$ cat src/rtl/key_pkg.sv
// rtl/key_pkg.sv - shared types and default timing constants for the key conditioner
package key_pkg;

    typedef enum logic [1:0] {
        IDLE,
        HELD,
        REPEATING
    } key_state_t;

    // Default timing constants in 50 MHz clock cycles
    localparam int KEY_DEBOUNCE_10MS    = 500000;
    localparam int KEY_REPEAT_DELAY_0S5 = 25000000;
    localparam int KEY_REPEAT_RATE_0S1  = 5000000;

endpackage

$ cat src/rtl/debounce_filter.sv
// rtl/debounce_filter.sv - key synchroniser and debounce counter with level-change strobes
module debounce_filter
    import key_pkg::*;
#(
    parameter int SYNC_STAGES     = 2,
    parameter int DEBOUNCE_CYCLES = KEY_DEBOUNCE_10MS
) (
    input  logic clk,
    input  logic resetN,
    input  logic keyN,
    output logic key_level,
    output logic level_rise,
    output logic level_fall
);

    localparam int DB_W = $clog2(DEBOUNCE_CYCLES + 1);
    localparam logic [DB_W-1:0] DB_TERM = DB_W'(DEBOUNCE_CYCLES - 1);

    logic [SYNC_STAGES-1:0] sync_q;
    logic [DB_W-1:0]        db_cnt;
    logic                   pressed_s;
    logic                   differs;
    logic                   db_done;

    always_ff @(posedge clk or negedge resetN) begin
        if (!resetN) begin
            sync_q <= '1;
        end else begin
            sync_q <= {sync_q[SYNC_STAGES-2:0], keyN};
        end
    end

    assign pressed_s = ~sync_q[SYNC_STAGES-1];
    assign differs   = (pressed_s != key_level);
    assign db_done   = differs && (db_cnt == DB_TERM);

    // Strobes are combinational so the event FSM registers its pulse on the same edge as key_level
    assign level_rise = db_done && !key_level;
    assign level_fall = db_done && key_level;

    always_ff @(posedge clk or negedge resetN) begin
        if (!resetN) begin
            db_cnt    <= '0;
            key_level <= 1'b0;
        end else if (!differs) begin
            db_cnt <= '0;
        end else if (db_done) begin
            db_cnt    <= '0;
            key_level <= ~key_level;
        end else begin
            db_cnt <= db_cnt + DB_W'(1);
        end
    end

endmodule

$ cat src/rtl/key_debounce_repeat.sv
// rtl/key_debounce_repeat.sv - debounced key press/release events with optional auto-repeat
module key_debounce_repeat
    import key_pkg::*;
#(
    parameter int SYNC_STAGES     = 2,
    parameter int DEBOUNCE_CYCLES = KEY_DEBOUNCE_10MS,
    parameter int REPEAT_EN       = 1,
    parameter int REPEAT_DELAY    = KEY_REPEAT_DELAY_0S5,
    parameter int REPEAT_RATE     = KEY_REPEAT_RATE_0S1
) (
    input  logic clk,
    input  logic resetN,
    input  logic keyN,
    output logic key_level,
    output logic key_rise,
    output logic key_fall
);

    localparam int REP_MAX = (REPEAT_DELAY > REPEAT_RATE) ? REPEAT_DELAY : REPEAT_RATE;
    localparam int REP_W   = $clog2(REP_MAX + 1);
    localparam logic [REP_W-1:0] DELAY_TERM = REP_W'(REPEAT_DELAY - 1);
    localparam logic [REP_W-1:0] RATE_TERM  = REP_W'(REPEAT_RATE - 1);

    key_state_t       state;
    logic [REP_W-1:0] rep_cnt;
    logic             level_rise;
    logic             level_fall;

    debounce_filter #(
        .SYNC_STAGES    (SYNC_STAGES),
        .DEBOUNCE_CYCLES(DEBOUNCE_CYCLES)
    ) u_filter (
        .clk       (clk),
        .resetN    (resetN),
        .keyN      (keyN),
        .key_level (key_level),
        .level_rise(level_rise),
        .level_fall(level_fall)
    );

    // Release is tested first in HELD/REPEATING so it wins over a coincident repeat
    always_ff @(posedge clk or negedge resetN) begin
        if (!resetN) begin
            state    <= IDLE;
            rep_cnt  <= '0;
            key_rise <= 1'b0;
            key_fall <= 1'b0;
        end else begin
            key_rise <= 1'b0;
            key_fall <= 1'b0;
            case (state)
                IDLE: begin
                    if (level_rise) begin
                        key_rise <= 1'b1;
                        rep_cnt  <= '0;
                        state    <= HELD;
                    end
                end
                HELD: begin
                    if (level_fall) begin
                        key_fall <= 1'b1;
                        rep_cnt  <= '0;
                        state    <= IDLE;
                    end else if (rep_cnt == DELAY_TERM) begin
                        // Without repeat the count parks at its terminal value
                        if (REPEAT_EN != 0) begin
                            key_rise <= 1'b1;
                            rep_cnt  <= '0;
                            state    <= REPEATING;
                        end
                    end else begin
                        rep_cnt <= rep_cnt + REP_W'(1);
                    end
                end
                REPEATING: begin
                    if (level_fall) begin
                        key_fall <= 1'b1;
                        rep_cnt  <= '0;
                        state    <= IDLE;
                    end else if (rep_cnt == RATE_TERM) begin
                        key_rise <= 1'b1;
                        rep_cnt  <= '0;
                    end else begin
                        rep_cnt <= rep_cnt + REP_W'(1);
                    end
                end
                default: begin
                    state   <= IDLE;
                    rep_cnt <= '0;
                end
            endcase
        end
    end

endmodule
$ cat config.mk
export PLATFORM = sky130hd
export DESIGN_NAME = key_debounce_repeat
export DESIGN_NICKNAME = d
export VERILOG_FILES = /design/src/rtl/key_pkg.sv /design/src/rtl/debounce_filter.sv /design/src/rtl/key_debounce_repeat.sv
export SDC_FILE = /design/constraint.sdc
export NUM_CORES = 1
export LEC_CHECK = 0
export CAP_MARGIN = 20
export CORE_UTILIZATION = 45
export CTS_CLUSTER_SIZE = 8
export DETAILED_ROUTE_END_ITERATION = 6
export DONT_BUFFER_PORTS = 1
export PLACE_DENSITY = 0.67
export SLEW_MARGIN = 20
export SYNTH_ARGS = -nofsm -noshare
export SYNTH_HDL_FRONTEND = slang
export SYNTH_SLANG_ARGS = --single-unit
$ cat constraint.sdc
create_clock -name clk -period 6.15 [get_ports clk]
set_input_delay 1.845 -clock clk [delete_from_list [all_inputs] [get_ports clk]]
set_output_delay 1.845 -clock clk [all_outputs]
set_load 0.05 [all_outputs]
==> metrics.txt <==
post-synthesis mux area share less than 1%; n_diodes 0; Yosys warning total 0; clock sinks 51; critical path class flip-flop to primary output; Worst Skew between 0.008 and 0.009 ns; vias in the first global route 2,022; CTS resizes 0; DR pass1 iterations 4; clock share of power 36.3%; DRC 0; mean post-synth cell area slightly below 9 sq um; Post-DP Area 2870 sq um; fin cells 391; CORE AREA about 6000 sq um; Global Route Usage Sum 18.5%; pre-CTS setup slack approximately 3.1 ns; Worst-Margin Slew 0.636 ns; Async S/R FF share, synth 100%; Seq cells post-synth 51; Power Dens Cells between 150 and 200 nW/um^2; internal power around 0.43 mW; wire per inst 13.7 um; Clock Latency Late Sink 0.30 ns; largest family of logic cells by synthesized area simple AND/OR/NAND/NOR gates; unrepaired setup endpoints after global routing no; Main synth FF type dfrtp_1; Final Cell Area 2970 sq um; largest net degree at the start of global routing 52; clk slew on worst S/H paths ~0.080 ns; Final WS setup 3.25 ns; Synth Area in Compound Gates 9.56%; Die ar. 6570 sq um; Leakage 1.18 nW; Net Sw Frac 20.7%; Placed Cells 382; Comb power frac 1.2%; Post-Synth Simple-Gate Area 33.5%; VDD IR max 0.0000929 V; Fin Hold WS 0.362 ns; area of the multi-input gates 1440 sq um; setup TNS 0 ns; status complete, no violations; # nets final 324; Clock Tree Root clkbuf_8; DIE WIDTH ~81 um; DP Wirelength 3670 um; fill cell count 555; H-tree lvl count 2; Clock Path Buffers 2; IO Port Bufs 0; Net Sw Power 0.112 mW; post-layout min period 2.90 ns; Hold Path Class flip-flop to flip-flop; CP Max Fanout 7; # IOs 6; initial antenna violation count 0; MaxCap Viol Count 0; Post-Route WL 5360 um; FP Rows 28; CTS tree yes; post-synthesis sequential area ratio between 40% and 50%; syn nets 324; ratio of cells with drive above 1 in the final layout under 10%; synthesized area 2810 sq um; 1st-iter DRT viols 101; CTS Hold Bufs 0; register area ~1300 sq um; Die Y between 80 and 90 um; Post-synth EDFFs 0; Syn Inst Count about 320; relative slew slack 57.6%; via count roughly 2,300; total grt overflow 0; Synth cell types 42; CP startpoint kind flip-flop; Final setup viols 0; XOR/XNOR Fraction of Synth Area 4.98%; Crit path required time 4.30 ns; Post-CTS Setup Repair Bufs 0; Pins Over Slew Limit 0; RePlAce Congestion 0.820; first-pass GRT wire length 9340 um; post-synthesis adder-cell area fraction between 2 and 3%; total power 0.544 mW; Vias/cell 5.79; starting density of the core 47.0%; antenna viol nets, final 0; fin crit share 47.1%; Layout area overhead 5.74%; crit end category primary output; sequential share of power 62.5%; Final Util 49.6%; TritonCTS Buffers 5; final hold vios 0; Fmax between 300 and 400 MHz; crit path DAT 1.05 ns
## cells in the mapped netlist (2+ instances only)
| cell | count | area share (%) |
|---|---|---|
| o21ai_0 | 8 | 1.4 |
| o311ai_0 | 6 | 1.9 |
| nand2_1 | 41 | 5.5 |
| dfstp_2 | 2 | 1.9 |
| buf_6 | 2 | 0.80 |
| and3_1 | 6 | 1.3 |
| nor2_1 | 25 | 3.3 |
| nand3b_1 | 2 | 0.53 |
| nor3_1 | 5 | 0.89 |
| a21oi_1 | 14 | 2.5 |
| xor2_1 | 11 | 3.4 |
| or3_1 | 19 | 4.2 |
| nor4bb_1 | 5 | 1.8 |
| clkbuf_1 | 7 | 0.93 |
| and4_1 | 4 | 1.2 |
| inv_1 | 11 | 1.5 |
| xnor2_1 | 5 | 1.6 |
| nand3_1 | 35 | 6.2 |
| o21ai_1 | 5 | 0.89 |
| dfrtp_1 | 49 | 44 |
| and2_1 | 5 | 1.1 |
| nor4_1 | 3 | 0.67 |
| nand4_1 | 19 | 4.2 |
| or4_1 | 3 | 0.80 |
| ha_1 | 6 | 2.7 |
## layout make-up
type                    count  share of cell area [%]
clock inverters             1                   0.168
multi-input cells         243                    48.4
flip-flops and latches     51                    43.0
well taps                  75                    3.16
repair buffers              3                    1.01
inverters                  11                    1.39
clock buffers               7                    2.90
## path summary, 6_finish.rpt
path	slack (ns)	end	cells after the start	startpoint
setup / recovery	3.25	key_level	0	u_filter.key_level
hold / removal	0.36	u_filter.sync_q[1]	0	u_filter.sync_q[0]
setup reg to reg	3.48	rep_cnt[18]	7	u_filter.db_cnt[0]
hold reg to reg	0.36	u_filter.sync_q[1]	0	u_filter.sync_q[0]
max in group asynchronous	4.74	u_filter.sync_q[1]	0	resetN
min in group asynchronous	1.22	u_filter.db_cnt[11]	0	resetN
## cells in the final DEF (no fill, tap or decap), drive strengths merged, types with 2 or more instances in the layout
master	instances
dfrtp	49
inv	11
nand2	41
clkbuf	7
nor4bb	5
or4	3
ha	6
and4	4
or3	19
nor3	5
nand3b	2
a21oi	14
o21ai	13
xor2	11
dfstp	2
nor4	3
xnor2	5
o311ai	6
nand4	19
buf	3
and2	5
and3	6
nor2	25
nand3	35
## cell families after synthesis
logic type	after synthesis
and+or+nand+nor	178
DFF	51
AOI/OAI and AO/OA	42
buffers and inverters	21
xor gates and xnor gates	16
adders and majority gates	6
muxes	1
## layer usage
layer | track usage, % | wire, um
met5 | 0 | 0
met4 | 6.43 | 76
met3 | 4.04 | 169
met2 | 27.9 | 2340
met1 | 25.9 | 2770
## flip-flops by register name, summed over array words and instances (netlist names)
register,count
key_rise,1
key_fall,1
u_filter.key_level,1
u_filter.sync_q,2
u_filter.db_cnt,19
state,2
rep_cnt,25
## power groups by stage
stage / Combinational (mW) / Clock (mW) / Sequential (mW)
final: 0.00633 / 0.197 / 0.340
after CTS: 0.00658 / 0.206 / 0.340
after detailed placement: 0.00655 / 0 / 0.347
after global placement: 0.00623 / 0 / 0.346
after global routing: 0.00709 / 0.219 / 0.341
after floorplan: 0.00466 / 0 / 0.346
Note: power is estimated with default switching activity, not from simulation.
==> variant (same flow settings) <==
Set the package constant `KEY_REPEAT_DELAY_0S5` to 100000000 (it was 25000000).
--- a/src/rtl/key_pkg.sv
+++ b/src/rtl/key_pkg.sv
@@ -9,7 +9,7 @@
 
     // Default timing constants in 50 MHz clock cycles
     localparam int KEY_DEBOUNCE_10MS    = 500000;
-    localparam int KEY_REPEAT_DELAY_0S5 = 25000000;
+    localparam int KEY_REPEAT_DELAY_0S5 = 100000000;
     localparam int KEY_REPEAT_RATE_0S1  = 5000000;
 
 endpackage
Function: same outputs for any inputs over 10 cycles, from zero or initial values and one cycle with resetN low; that may be too few to reach the edited logic, so the function may still have changed.
==> variant against the original RTL <==
  * Final cell count grew 3.3%
  * Area after synthesis grew 5.7%
  * Cell area grew 4.4%
  * Sequential cell count grew 2
  * Critical path depth grew 8
  * Via count grew 5.1%
  * Routed wire length grew 12%
  * Non-clock buffer count shrank 2
  * First-iteration DRC count grew 34%
  * Count of clock-buffer cells in the layout shrank 1
  * Setup slack lost 0.16 ns
  * Power grew 2.9%
==> variant: results (changes against the original RTL) <==
share of synthesized registers carrying an async set or reset 100% (unchanged); DR WL/cell 14.9 um (+8.7%); worst hold-check path type register to register; number of enable flip-flop cells after synthesis 0 (unchanged); Syn Inst Count 330 (+4.8%); outcome completed; Psw 126 uW (+12%); vias in the first global route 2216 (+9.6%); port buffer count 0 (unchanged); ranking of synthesized cells by area dfrtp_1, nand3_1, nand2_1, nor2_1, xnor2_1; Peak VDD IR 0.0861 mV (-7.3%); first-pass GRT wire length 10400 um (+11%); Synth Flop Type dfrtp_1; PostCTS Resize Cnt 0 (unchanged); Crit Path Class register to register; worst-path fanout max 31 (+24); register area share after synthesis 44.7% (-0.78 points); critical path's slowest cell or4_4; final setup skew 0.00751 ns (-0.00120 ns); Tot GR Track Use 18.4% (-0.037 points); Clock Tree Root clkbuf_8; cts bufs inserted 5 (unchanged); diode count 0 (unchanged); placed cell count 396 (+3.7%); layout cells sized above 1 7.03% (+1.7 points); post-route ant nets 0 (unchanged); Slew HR 52.3% (-5.2 points); leakage power total 0.00123 uW (+3.7%); Final HPWL DP 4110 um (+12%); Synth Warn # 0 (unchanged); drt total wl 6020 um (+12%); Min Hold Slack 0.371 ns (+0.00916 ns); DR iter-0 viols 135 (+34%); total number of H-tree levels 2 (unchanged); Top Registers rep_cnt (27), u_filter.db_cnt (19); top post-synthesis cells by count dfrtp_1, nand3_1, nand2_1, nor2_1, inv_1; Cell Area, Placed 3020 um^2 (+5.2%); Clk pin slew, worst setup/hold paths 0.10 ns (+0.02 ns); Post-Syn Nets 339 (+4.6%); Clock Latency Late Sink 0.31 ns; maximum root-to-sink buffer count 2 (unchanged); CP arrival 3.31 ns (+2.26 ns); Distinct cells, synth 49 (+17%); initial antenna violation count 0 (unchanged); Placer Congestion 0.902 (+10%); first-pass iteration count of the detailed router 4 (unchanged); critical path's largest stage delay ~0.54 ns; largest net degree at the start of global routing 54 (+3.8%); Vias/cell 5.89 (+1.7%); r2r setup slk 3.09 ns (-0.39 ns); Setup Fix Bufs, Post-CTS 0 (unchanged)
[variant: changes by cell type after synthesis, moves of 5 or more]
cell      before  now
xnor2_1        5   10
nand4_1       19    7
nor4bb_1       5    0
nand3_1       35   44
o311ai_0       6    0
o311ai_1       0    9
a21oi_1       14    6
a21o_1         0    5
or3_1         19   13
[variant: path summary, 6_finish.rpt]
kind / depth (start not counted) / to / startpoint
max in group asynchronous: 0 / u_filter.sync_q[0] / resetN
min in group asynchronous: 0 / u_filter.key_level / resetN
max: 8 / rep_cnt[15] / u_filter.db_cnt[0]
min reg2reg: 0 / u_filter.sync_q[1] / u_filter.sync_q[0]
min: 0 / u_filter.sync_q[1] / u_filter.sync_q[0]
max reg2reg: 8 / rep_cnt[15] / u_filter.db_cnt[0]
[variant: cells by family after synthesis]
logic type	count (synthesis)	synth area share [%]
DFF	53	44.7
xor gates and xnor gates	17	5.01
muxes	1	0.337
buffers and inverters	27	4.21
adders and majority gates	6	2.52
AOI/OAI and AO/OA	50	12.8
and+or+nand+nor	176	30.5
[variant: critical path, delay by kind of cell (launching register included)]
family          cells  cell delay, ns
simple gates        4            1.24
compound gates      2            0.86
flops               1            0.40
buf+inv             1            0.24
fa+ha+maj           1            0.22
[variant: layer usage]
layer / vias to the layer above / global-route usage (%) / routed length [um]
met3: 9 / 3.68 / 179
li1: 1187 / - / -
met5: - / 0 / 0
met1: 1144 / 24.5 / 3010
met4: 0 / 6.43 / 99
met2: 38 / 30.0 / 2730
[variant: layout make-up]
class / instances / area (um^2)
clock buffer: 6 / 72.6
clock inverter: 2 / 15.0
multi-input combinational: 250 / 1530
fill: 568 / 3250
tap: 77 / 96.3
inverter: 15 / 56.3
sequential: 53 / 1330
timing repair buffer: 1 / 7.51
[variant: power groups by stage]
stage                     logic (uW)  clock network, uW  registers [uW]
after floorplan                 4.83                  0             359
after global placement          5.22                  0             360
after detailed placement        5.29                  0             360
after CTS                       5.28                204             354
after global routing            6.00                219             354
final                           5.11                201             353
[variant: metrics by stage]
step | setup WS [ns] | utilization [%] | power (uW)
after CTS | 3.11 | 48.9 | 563
after global placement | 3.19 | 47.4 | 365
after floorplan | 3.60 | - | 364
after global routing | 2.93 | 48.9 | 580
after detailed placement | 3.13 | 47.5 | 366
final | 3.09 | 48.9 | 559
